<file path="src/rtl/t03_mc_control.sv">
// Multi-cycle RV32I control unit. Walks each instruction through
// FETCH -> FWAIT -> DECODE -> EXEC -> (MEM -> MWAIT) -> WB, talks to the
// memory bus with a bounded ack wait, and latches the decoded control
// fields for the datapath once per instruction.
module t03_mc_control #(
    parameter int ENABLE_M     = 1,
    parameter int TIMEOUT      = 16,
    parameter int HALT_ON_ZERO = 1
) (
    input  logic       clk,
    input  logic       rst,
    input  logic       en,
    input  logic [6:0] opcode,
    input  logic [2:0] funct3,
    input  logic       funct7bit6,
    input  logic       funct7bit0,
    input  logic       ack,
    output logic       fetchReq,
    output logic       memReq,
    output logic       instrLatch,
    output logic       pcEnable,
    output logic [2:0] branch,
    output logic [1:0] jump,
    output logic       memRead,
    output logic       memWrite,
    output logic       memToReg,
    output logic [4:0] ALUOp,
    output logic       ALUsrc,
    output logic       auipc,
    output logic       lui,
    output logic [2:0] dataWidth,
    output logic       regWrite,
    output logic       illegal,
    output logic       halted,
    output logic       busError,
    output logic [2:0] state
);

    localparam logic [2:0] S_FETCH  = 3'd0;
    localparam logic [2:0] S_FWAIT  = 3'd1;
    localparam logic [2:0] S_DECODE = 3'd2;
    localparam logic [2:0] S_EXEC   = 3'd3;
    localparam logic [2:0] S_MEM    = 3'd4;
    localparam logic [2:0] S_MWAIT  = 3'd5;
    localparam logic [2:0] S_WB     = 3'd6;
    localparam logic [2:0] S_STOP   = 3'd7;

    localparam logic [6:0] OP_RTYPE  = 7'b0110011;
    localparam logic [6:0] OP_IALU   = 7'b0010011;
    localparam logic [6:0] OP_LOAD   = 7'b0000011;
    localparam logic [6:0] OP_STORE  = 7'b0100011;
    localparam logic [6:0] OP_BRANCH = 7'b1100011;
    localparam logic [6:0] OP_JAL    = 7'b1101111;
    localparam logic [6:0] OP_JALR   = 7'b1100111;
    localparam logic [6:0] OP_LUI    = 7'b0110111;
    localparam logic [6:0] OP_AUIPC  = 7'b0010111;
    localparam logic [6:0] OP_ZERO   = 7'b0000000;

    // Last counter value tolerated while waiting for ack.
    localparam logic [7:0] WAIT_LAST = 8'(TIMEOUT - 1);

    logic [2:0] next_state;
    logic [7:0] wait_count;
    logic [7:0] next_count;

    // Instruction class bits kept alongside the visible decoded fields.
    logic is_load;
    logic is_store;
    logic writes_rd;

    logic       dec_illegal;
    logic       dec_halt;
    logic       dec_load;
    logic       dec_store;
    logic       dec_writes;
    logic [4:0] dec_aluop;
    logic       dec_alusrc;
    logic [2:0] dec_branch;
    logic [1:0] dec_jump;
    logic       dec_memtoreg;
    logic       dec_auipc;
    logic       dec_lui;
    logic [2:0] dec_width;

    // Combinational instruction decode; only sampled in DECODE.
    always_comb begin
        dec_illegal  = 1'b0;
        dec_halt     = 1'b0;
        dec_load     = 1'b0;
        dec_store    = 1'b0;
        dec_writes   = 1'b0;
        dec_aluop    = 5'b00000;
        dec_alusrc   = 1'b0;
        dec_branch   = 3'b011;
        dec_jump     = 2'b00;
        dec_memtoreg = 1'b0;
        dec_auipc    = 1'b0;
        dec_lui      = 1'b0;
        dec_width    = 3'b000;
        case (opcode)
            OP_RTYPE: begin
                if (funct7bit0) begin
                    if (ENABLE_M != 0) begin
                        dec_aluop  = {1'b1, 1'b0, funct3};
                        dec_writes = 1'b1;
                    end else begin
                        dec_illegal = 1'b1;
                    end
                end else begin
                    dec_aluop  = {1'b0, funct7bit6, funct3};
                    dec_writes = 1'b1;
                end
            end
            OP_IALU: begin
                dec_aluop  = {1'b0, (funct3 == 3'd5) & funct7bit6, funct3};
                dec_alusrc = 1'b1;
                dec_writes = 1'b1;
            end
            OP_LOAD: begin
                dec_alusrc   = 1'b1;
                dec_memtoreg = 1'b1;
                dec_load     = 1'b1;
                dec_width    = funct3;
                dec_writes   = 1'b1;
            end
            OP_STORE: begin
                dec_alusrc = 1'b1;
                dec_store  = 1'b1;
                dec_width  = funct3;
            end
            OP_BRANCH: begin
                dec_branch = funct3;
                dec_aluop  = 5'b01000;
            end
            OP_JAL: begin
                dec_jump   = 2'b01;
                dec_writes = 1'b1;
            end
            OP_JALR: begin
                dec_jump   = 2'b10;
                dec_alusrc = 1'b1;
                dec_writes = 1'b1;
            end
            OP_LUI: begin
                dec_lui    = 1'b1;
                dec_alusrc = 1'b1;
                dec_writes = 1'b1;
            end
            OP_AUIPC: begin
                dec_auipc  = 1'b1;
                dec_alusrc = 1'b1;
                dec_writes = 1'b1;
            end
            OP_ZERO: begin
                if (HALT_ON_ZERO != 0) begin
                    dec_halt = 1'b1;
                end
            end
            default: begin
                dec_illegal = 1'b1;
            end
        endcase
        // An undecodable instruction hands the datapath an all-zero field set.
        if (dec_illegal) begin
            dec_writes   = 1'b0;
            dec_load     = 1'b0;
            dec_store    = 1'b0;
            dec_aluop    = 5'b00000;
            dec_alusrc   = 1'b0;
            dec_branch   = 3'b000;
            dec_jump     = 2'b00;
            dec_memtoreg = 1'b0;
            dec_auipc    = 1'b0;
            dec_lui      = 1'b0;
            dec_width    = 3'b000;
        end
    end

    // Next-state and ack-wait counter logic.
    always_comb begin
        next_state = state;
        next_count = wait_count;
        case (state)
            S_FETCH: begin
                next_state = S_FWAIT;
                next_count = 8'd0;
            end
            S_FWAIT, S_MWAIT: begin
                if (ack) begin
                    next_state = (state == S_FWAIT) ? S_DECODE : S_WB;
                    next_count = 8'd0;
                end else if (wait_count == WAIT_LAST) begin
                    next_state = S_STOP;
                    next_count = 8'd0;
                end else begin
                    next_count = wait_count + 8'd1;
                end
            end
            S_DECODE: begin
                if (dec_illegal) begin
                    next_state = S_WB;
                end else if (dec_halt) begin
                    next_state = S_STOP;
                end else begin
                    next_state = S_EXEC;
                end
            end
            S_EXEC: begin
                next_state = (is_load || is_store) ? S_MEM : S_WB;
            end
            S_MEM: begin
                next_state = S_MWAIT;
                next_count = 8'd0;
            end
            S_WB: begin
                next_state = S_FETCH;
            end
            default: begin
                next_state = S_STOP;
            end
        endcase
    end

    // State, wait counter and the sticky halt/bus-error flags; en=0 freezes all.
    always_ff @(posedge clk or posedge rst) begin
        if (rst) begin
            state      <= S_FETCH;
            wait_count <= 8'd0;
            halted     <= 1'b0;
            busError   <= 1'b0;
        end else if (en) begin
            state      <= next_state;
            wait_count <= next_count;
            if (state == S_DECODE && next_state == S_STOP) begin
                halted <= 1'b1;
            end
            if ((state == S_FWAIT || state == S_MWAIT) && next_state == S_STOP) begin
                busError <= 1'b1;
            end
        end
    end

    // Decoded fields are captured once in DECODE and held for the instruction.
    always_ff @(posedge clk or posedge rst) begin
        if (rst) begin
            branch    <= 3'b011;
            jump      <= 2'b00;
            memToReg  <= 1'b0;
            ALUOp     <= 5'b00000;
            ALUsrc    <= 1'b0;
            auipc     <= 1'b0;
            lui       <= 1'b0;
            dataWidth <= 3'b000;
            is_load   <= 1'b0;
            is_store  <= 1'b0;
            writes_rd <= 1'b0;
        end else if (en && state == S_DECODE) begin
            branch    <= dec_branch;
            jump      <= dec_jump;
            memToReg  <= dec_memtoreg;
            ALUOp     <= dec_aluop;
            ALUsrc    <= dec_alusrc;
            auipc     <= dec_auipc;
            lui       <= dec_lui;
            dataWidth <= dec_width;
            is_load   <= dec_load;
            is_store  <= dec_store;
            writes_rd <= dec_writes;
        end
    end

    // Bus requests follow the state (and drop the moment rst rises);
    // one-cycle strobes are additionally gated by en.
    always_comb begin
        fetchReq   = !rst && (state == S_FETCH || state == S_FWAIT);
        memReq     = (state == S_MEM || state == S_MWAIT);
        memRead    = memReq && is_load;
        memWrite   = memReq && is_store;
        instrLatch = en && (state == S_FWAIT) && ack;
        pcEnable   = en && (state == S_WB);
        regWrite   = en && (state == S_WB) && writes_rd;
        illegal    = en && (state == S_DECODE) && dec_illegal;
    end

endmodule

</file>
<file path="config.mk">
export PLATFORM = sky130hd
export DESIGN_NAME = t03_mc_control
export DESIGN_NICKNAME = d
export VERILOG_FILES = /design/src/rtl/t03_mc_control.sv
export SDC_FILE = /design/constraint.sdc
export NUM_CORES = 1
export LEC_CHECK = 0
export ABC_AREA = 1
export CAP_MARGIN = 20
export CORE_MARGIN = 5
export CORE_UTILIZATION = 40
export CTS_CLUSTER_DIAMETER = 80
export DETAILED_ROUTE_END_ITERATION = 8
export PLACE_DENSITY = 0.79
export SLEW_MARGIN = 10
export SYNTH_ARGS = -nofsm -noshare
export SYNTH_HDL_FRONTEND = slang
export SYNTH_SLANG_ARGS = --single-unit
</file>
<file path="constraint.sdc">
create_clock -name clk -period 3.4 [get_ports clk]
set_clock_uncertainty 0.15 [all_clocks]
set_input_delay 0.51 -clock clk [delete_from_list [all_inputs] [get_ports clk]]
set_output_delay 0.51 -clock clk [all_outputs]
set_load 0.01 [all_outputs]
</file>
==> results of run 1 <==
[per-layer routing]
layer | global-route usage | share of wire
met5 | 0 | 0
met4 | 0.0395 | 0.0040
met1 | 0.196 | 0.45
met3 | 0.0445 | 0.042
met2 | 0.240 | 0.51
[per-stage QoR]
stage                     cell area [um2]  cells  hold WS [ps]  power, W  setup WS (ps)
after floorplan                      1800    226           342  0.000782           1480
after global placement               2310    322           301  0.000975            389
after detailed placement             2310    322           309  0.000982            391
after CTS                            2400    330           324   0.00127            383
after global routing                 2400    330           339   0.00135            242
final                                2400    330           317   0.00126            382
[final timing paths]
check	start	end	depth (start not counted)
min in group asynchronous	rst	wait_count[0]	3
min reg2reg	busError	busError	2
max in group asynchronous	rst	branch[0]	3
min	busError	busError	2
max reg2reg	state[1]	ALUsrc	5
max	en	instrLatch	8
[layout by cell type (no fill, tap or decap), types with 6 or more instances in the layout]
cell type        synthesis  routed
nand2_1                 48      48
clkdlybuf4s50_1          0      45
dfrtp_1                 30      30
inv_1                   24      24
nor2_1                  23      23
o21ai_0                 16      16
nand2_2                 12      12
inv_2                    9       9
nand3_1                  9       9
o21ai_1                  7       7
nor3_1                   6       6
[kinds of logic after synthesis]
logic type	Yosys count
compound gates	39
simple gates	114
mux	1
flops	32
buf+inv	37
xor+xnor	2
fa+ha+maj	1
[sequential cells by signal, indices dropped and copies added (netlist names)]
register    count
busError        1
is_load         1
state           3
auipc           1
ALUOp           5
branch          3
lui             1
dataWidth       3
jump            2
writes_rd       1
ALUsrc          1
is_store        1
wait_count      8
halted          1
[worst max-delay path: cells and delay by family]
kind	cells	cell delay [ps]
AND/OR/NAND/NOR	3	420
buffers and inverters	5	1440
[area by class of cell]
type	instances	area, um2	share of cell area
multi-input cells	157	846	0.353
well taps	52	65.1	0.0271
inverters	33	124	0.0516
repair buffers	48	473	0.197
clock buffers	5	68.8	0.0287
clock inverters	3	18.8	0.00782
flip-flops and latches	32	803	0.335
[power by group]
group / internal [W] / switching (W) / leakage, nW
clock network: 0.000142 / 0.000144 / 0.0479
registers: 0.000450 / 0.0000670 / 0.420
logic: 0.000210 / 0.000246 / 0.574
total: 0.000803 / 0.000458 / 1.04
==> impl_metrics.env, run 1 <==
export IMPL_tightest_slew_ps=468
export IMPL_power_density_nw_per_um2=525
export IMPL_yosys_top_cells_count="48 x nand2_1, 30 x dfrtp_1, 24 x inv_1"
export IMPL_cts_max_path_buffers=2
export IMPL_core_area_um2=4350
export IMPL_grt_max_degree=33
export IMPL_synth_nets=243
export IMPL_antenna_left=0
export IMPL_dr_pass1_iters=4
export IMPL_max_freq_mhz=331
export IMPL_period_share=0.888
export IMPL_drive_gt1_frac=0.176
export IMPL_clock_sinks=32
export IMPL_start_util=0.412
export IMPL_vias=1629
export IMPL_die_w_um=77.0
export IMPL_hp_class="reg -> reg"
export IMPL_drc=0
export IMPL_tns_ps=0
export IMPL_yosys_area_share_simple=0.316
export IMPL_outcome="completed"
export IMPL_clock_root_buffer="clkbuf_8"
export IMPL_synth_top_area_frac=0.418
export IMPL_synth_compound_area_share=0.132
export IMPL_cts_tree="done"
export IMPL_synth_top_area_cell="dfrtp_1"
export IMPL_post_route_min_period_ps=3020
export IMPL_grtUsageTotal=0.150
export IMPL_ctsHoldBuffers=0
export IMPL_gr_total_overflow=0
export IMPL_maxCapViolCount=0
export IMPL_slowest_delay_ps=600
export IMPL_fillCellCount=417
export IMPL_clk_latency_ps=280
export IMPL_syn_area_per_cell_um2=7.94
export IMPL_worstPathRequired_ps=2740
export IMPL_cp_slowest_cell="clkdlybuf4s50_1"
export IMPL_n_antenna_cell=0
export IMPL_worst_setup_path_type="in -> out"
export IMPL_path_cells="clkdlybuf4s50_1, inv_2, nor2_8, inv_2, nor2_2, inv_2, nor3_1, clkdlybuf4s50_1"
export IMPL_ys_top_cells_by_area="dfrtp_1 42%, nand2_1 10%, inv_1 5.0%"
export IMPL_synthToLayoutAreaGrowth_pct=33.6
export IMPL_fin_util=0.551
export IMPL_wirelength_um=4210
export IMPL_via_per_inst=4.94
export IMPL_cts_buffers=5
export IMPL_timing_final_max_slew_violations=0
export IMPL_die_height_um=77.0
export IMPL_dp_hpwl_um=3340
export IMPL_syn_inst=226
export IMPL_async_flop_share=1.00
export IMPL_port_buffers=45
export IMPL_drt_iter0_markers=118
export IMPL_synthAdderAreaFrac=0.00697
export IMPL_seq_area_frac_synth=0.447
export IMPL_hold_violations=0
export IMPL_crit_path_start_kind="primary input"
export IMPL_crit_path_max_fanout=7
export IMPL_yosys_register_bits=32
export IMPL_synthMuxAreaShare=0.00627
export IMPL_grt_pass1_wl_um=7330
export IMPL_clkSlewWorstSetupHoldPaths_ps=70
export IMPL_peakVddDrop_uv=256
export IMPL_setup_viol=0
export IMPL_final_net_count=294
export IMPL_max_slew_margin=0.688
export IMPL_place_gp_congestion=0.795
export IMPL_rsz0062_at_grt="false"
export IMPL_antenna_found_initial=0
export IMPL_synth_warnings=0
export IMPL_synth_top_family_by_area="simple AND/OR/NAND/NOR gates"
export IMPL_synth_ff_type="dfrtp_1"
export IMPL_grt_pass1_vias=1599
export IMPL_synth_xor_xnor_area_share=0.00976
export IMPL_io_pins=46
export IMPL_synth_edf_count=0
export IMPL_postCtsSetupBuffers=0
export IMPL_cp_common_cell="inv_2"
export IMPL_leakagePower_nw=1.04
export IMPL_netlist_area_um2=1800
export IMPL_dieArea_um2=5930
export IMPL_cp_arrival_ps=2360
export IMPL_end_kind="primary output"
export IMPL_htreeDepth=2
export IMPL_rrSetupSlack_ps=1590
export IMPL_synth_most_common_cell="nand2_1"
export IMPL_cts_repair_resize_count=0
export IMPL_synth_distinct_cells=34
export IMPL_routedWlPerCell_um=12.8
export IMPL_std_cell_rows=24
Note: power is estimated with default switching activity, not from simulation.
==> inputs of run 2 (changes only) <==
- CTS_CLUSTER_DIAMETER: 80 -> 30
==> results of run 2 <==
Final layout, timing and power as in run 1 (identical DEF).
==> inputs of run 3 (changes only) <==
- CORE_MARGIN: 5 -> 4
==> impl_metrics.env, run 3 (synthesis gave the netlist of run 1 again) <==
export IMPL_r2r_cells=5
export IMPL_rrSetupSlack_ps=1530
export IMPL_std_cell_rows=24
export IMPL_path_delay_family="buffers and inverters"
export IMPL_clock_root_buffer="clkbuf_8"
export IMPL_port_buffers=45
export IMPL_fillCellCount=413
export IMPL_outcome="completed"
export IMPL_hold_depth=2
export IMPL_drt_iter0_markers=141
export IMPL_largest_register_ffs=8
export IMPL_top_register="wait_count"
export IMPL_dr_pass1_iters=5
export IMPL_vias=1636
export IMPL_via_per_inst=4.96
export IMPL_hp_start="halted"
export IMPL_cts_tree="done"
export IMPL_peakVddDrop_uv=273
export IMPL_top_regs="wait_count: 8 flops, ALUOp: 5 flops"
export IMPL_ctsHoldBuffers=0
export IMPL_cp_common_cell="inv_2"
export IMPL_end_kind="primary output"
export IMPL_reg2reg_from="state[1]"
export IMPL_place_gp_congestion=0.811
export IMPL_max_slew_margin=0.691
export IMPL_pwr_share_comb=0.332
export IMPL_crit_path_start_kind="primary input"
export IMPL_rsz0062_at_grt="false"
export IMPL_cp_arrival_ps=2360
export IMPL_layout_setup_ws_ps=381
export IMPL_io_pins=46
export IMPL_tns_ps=0
export IMPL_gr_total_overflow=0
export IMPL_drive_gt1_frac=0.176
export IMPL_power_density_nw_per_um2=565
export IMPL_routedWlPerCell_um=12.7
export IMPL_grt_max_degree=33
export IMPL_antenna_found_initial=0
export IMPL_hp_class="reg -> reg"
export IMPL_swShare=0.333
export IMPL_post_route_min_period_ps=3020
export IMPL_leakagePower_nw=1.06
export IMPL_timing_final_max_slew_violations=0
export IMPL_postCtsSetupBuffers=0
export IMPL_worst_setup_path_type="in -> out"
export IMPL_crit_path_max_fanout=7
export IMPL_synthToLayoutAreaGrowth_pct=35.7
export IMPL_clk_latency_ps=290
export IMPL_setup_viol=0
export IMPL_core_area_um2=4350
export IMPL_die_height_um=75.0
export IMPL_pre_cts_ws_ps=369
export IMPL_htreeDepth=2
export IMPL_p_sw_w=0.000458
export IMPL_multi_input_area_um2=846
export IMPL_power_frac_clock=0.293
export IMPL_hold_end="halted"
export IMPL_ff_latch_area_um2=803
export IMPL_period_share=0.888
export IMPL_final_common_cell="nand2_1"
export IMPL_wirelength_um=4190
export IMPL_grt_pass1_wl_um=7050
export IMPL_clock_sinks=32
export IMPL_dieArea_um2=5620
export IMPL_drc=0
export IMPL_worstPathRequired_ps=2740
export IMPL_slowest_delay_ps=600
export IMPL_dp_cells=322
export IMPL_n_antenna_cell=0
export IMPL_dp_hpwl_um=3210
export IMPL_max_freq_mhz=331
export IMPL_path_cells="clkdlybuf4s50_1, inv_2, nor2_8, inv_2, nor2_2, inv_2, nor3_1, clkdlybuf4s50_1"
export IMPL_antenna_left=0
export IMPL_r2r_end="ALUsrc"
export IMPL_p_int_w=0.000919
export IMPL_final_net_count=294
export IMPL_p_seq_frac=0.376
export IMPL_cp_num_buf_inv=5
export IMPL_start_util=0.412
export IMPL_grt_pass1_vias=1596
export IMPL_maxCapViolCount=0
export IMPL_clkSlewWorstSetupHoldPaths_ps=60
export IMPL_grtUsageTotal=0.162
export IMPL_cts_max_path_buffers=2
export IMPL_fin_cells=330
export IMPL_hold_violations=0
export IMPL_layout_common_cells="48 x nand2_1, 45 x clkdlybuf4s50_1, 30 x dfrtp_1, 24 x inv_1, 23 x nor2_1"
export IMPL_cts_buffers=5
export IMPL_tightest_slew_ps=464
export IMPL_cp_slowest_cell="clkdlybuf4s50_1"
export IMPL_die_w_um=75.0
export IMPL_cts_repair_resize_count=0
run 3: cell count changes in the layout (fill, tap and decap cells not counted):
| cell | previous run | this run |
|---|---|---|
| clkinv_4 | 1 | 0 |
| clkbuf_8 | 5 | 7 |
| bufinv_16 | 0 | 1 |
| clkinv_2 | 2 | 0 |
run 3: worst min-delay path, cell delays in order (launching register included):
cell,delay [ps]
dfrtp_1,340
inv_1,40
nand2_1,50
run 3: stage by stage:
step	cell area [um2]	total power (W)	hold slack [ps]	utilization
floorplan	1800	0.000782	342	-
global placement	2310	0.000972	304	0.531
detailed placement	2310	0.000978	307	0.531
CTS	2440	0.00139	322	0.560
global route	2440	0.00146	341	0.560
finish	2440	0.00138	312	0.560
run 3: layout make-up:
| class | instances | area share |
|---|---|---|
| tap | 52 | 0.0267 |
| clock inverter | 1 | 0.0123 |
| sequential | 32 | 0.330 |
| timing repair buffer | 48 | 0.194 |
| inverter | 33 | 0.0508 |
| multi-input combinational | 157 | 0.347 |
| clock buffer | 7 | 0.0395 |
run 3: worst max path at each step:
stage / startpoint / endpoint / slack [ps] / depth (start not counted)
6_report: en / instrLatch / 380 / 8
5_1_grt: en / instrLatch / 240 / 8
4_1_cts: en / instrLatch / 360 / 8
2_1_floorplan: state[1] / illegal / 1480 / 6
3_3_place_gp: en / instrLatch / 390 / 8
3_5_place_dp: en / instrLatch / 370 / 8
run 3: per-layer routing:
layer / share of wire / track usage / wire [um] / up-vias
li1: - / - / - / 832
met1: 0.45 / 0.213 / 1880 / 758
met2: 0.49 / 0.271 / 2070 / 42
met3: 0.052 / 0.0427 / 218 / 4
met4: 0.0050 / 0.0296 / 21 / 0
met5: 0 / 0 / 0 / -
run 3: power by group through the flow:
stage	clock (W)	sequential (W)	combinational, W
global placement	0	0.000521	0.000450
finish	0.000403	0.000517	0.000457
floorplan	0	0.000514	0.000268
detailed placement	0	0.000523	0.000455
CTS	0.000409	0.000516	0.000460
global route	0.000428	0.000525	0.000511
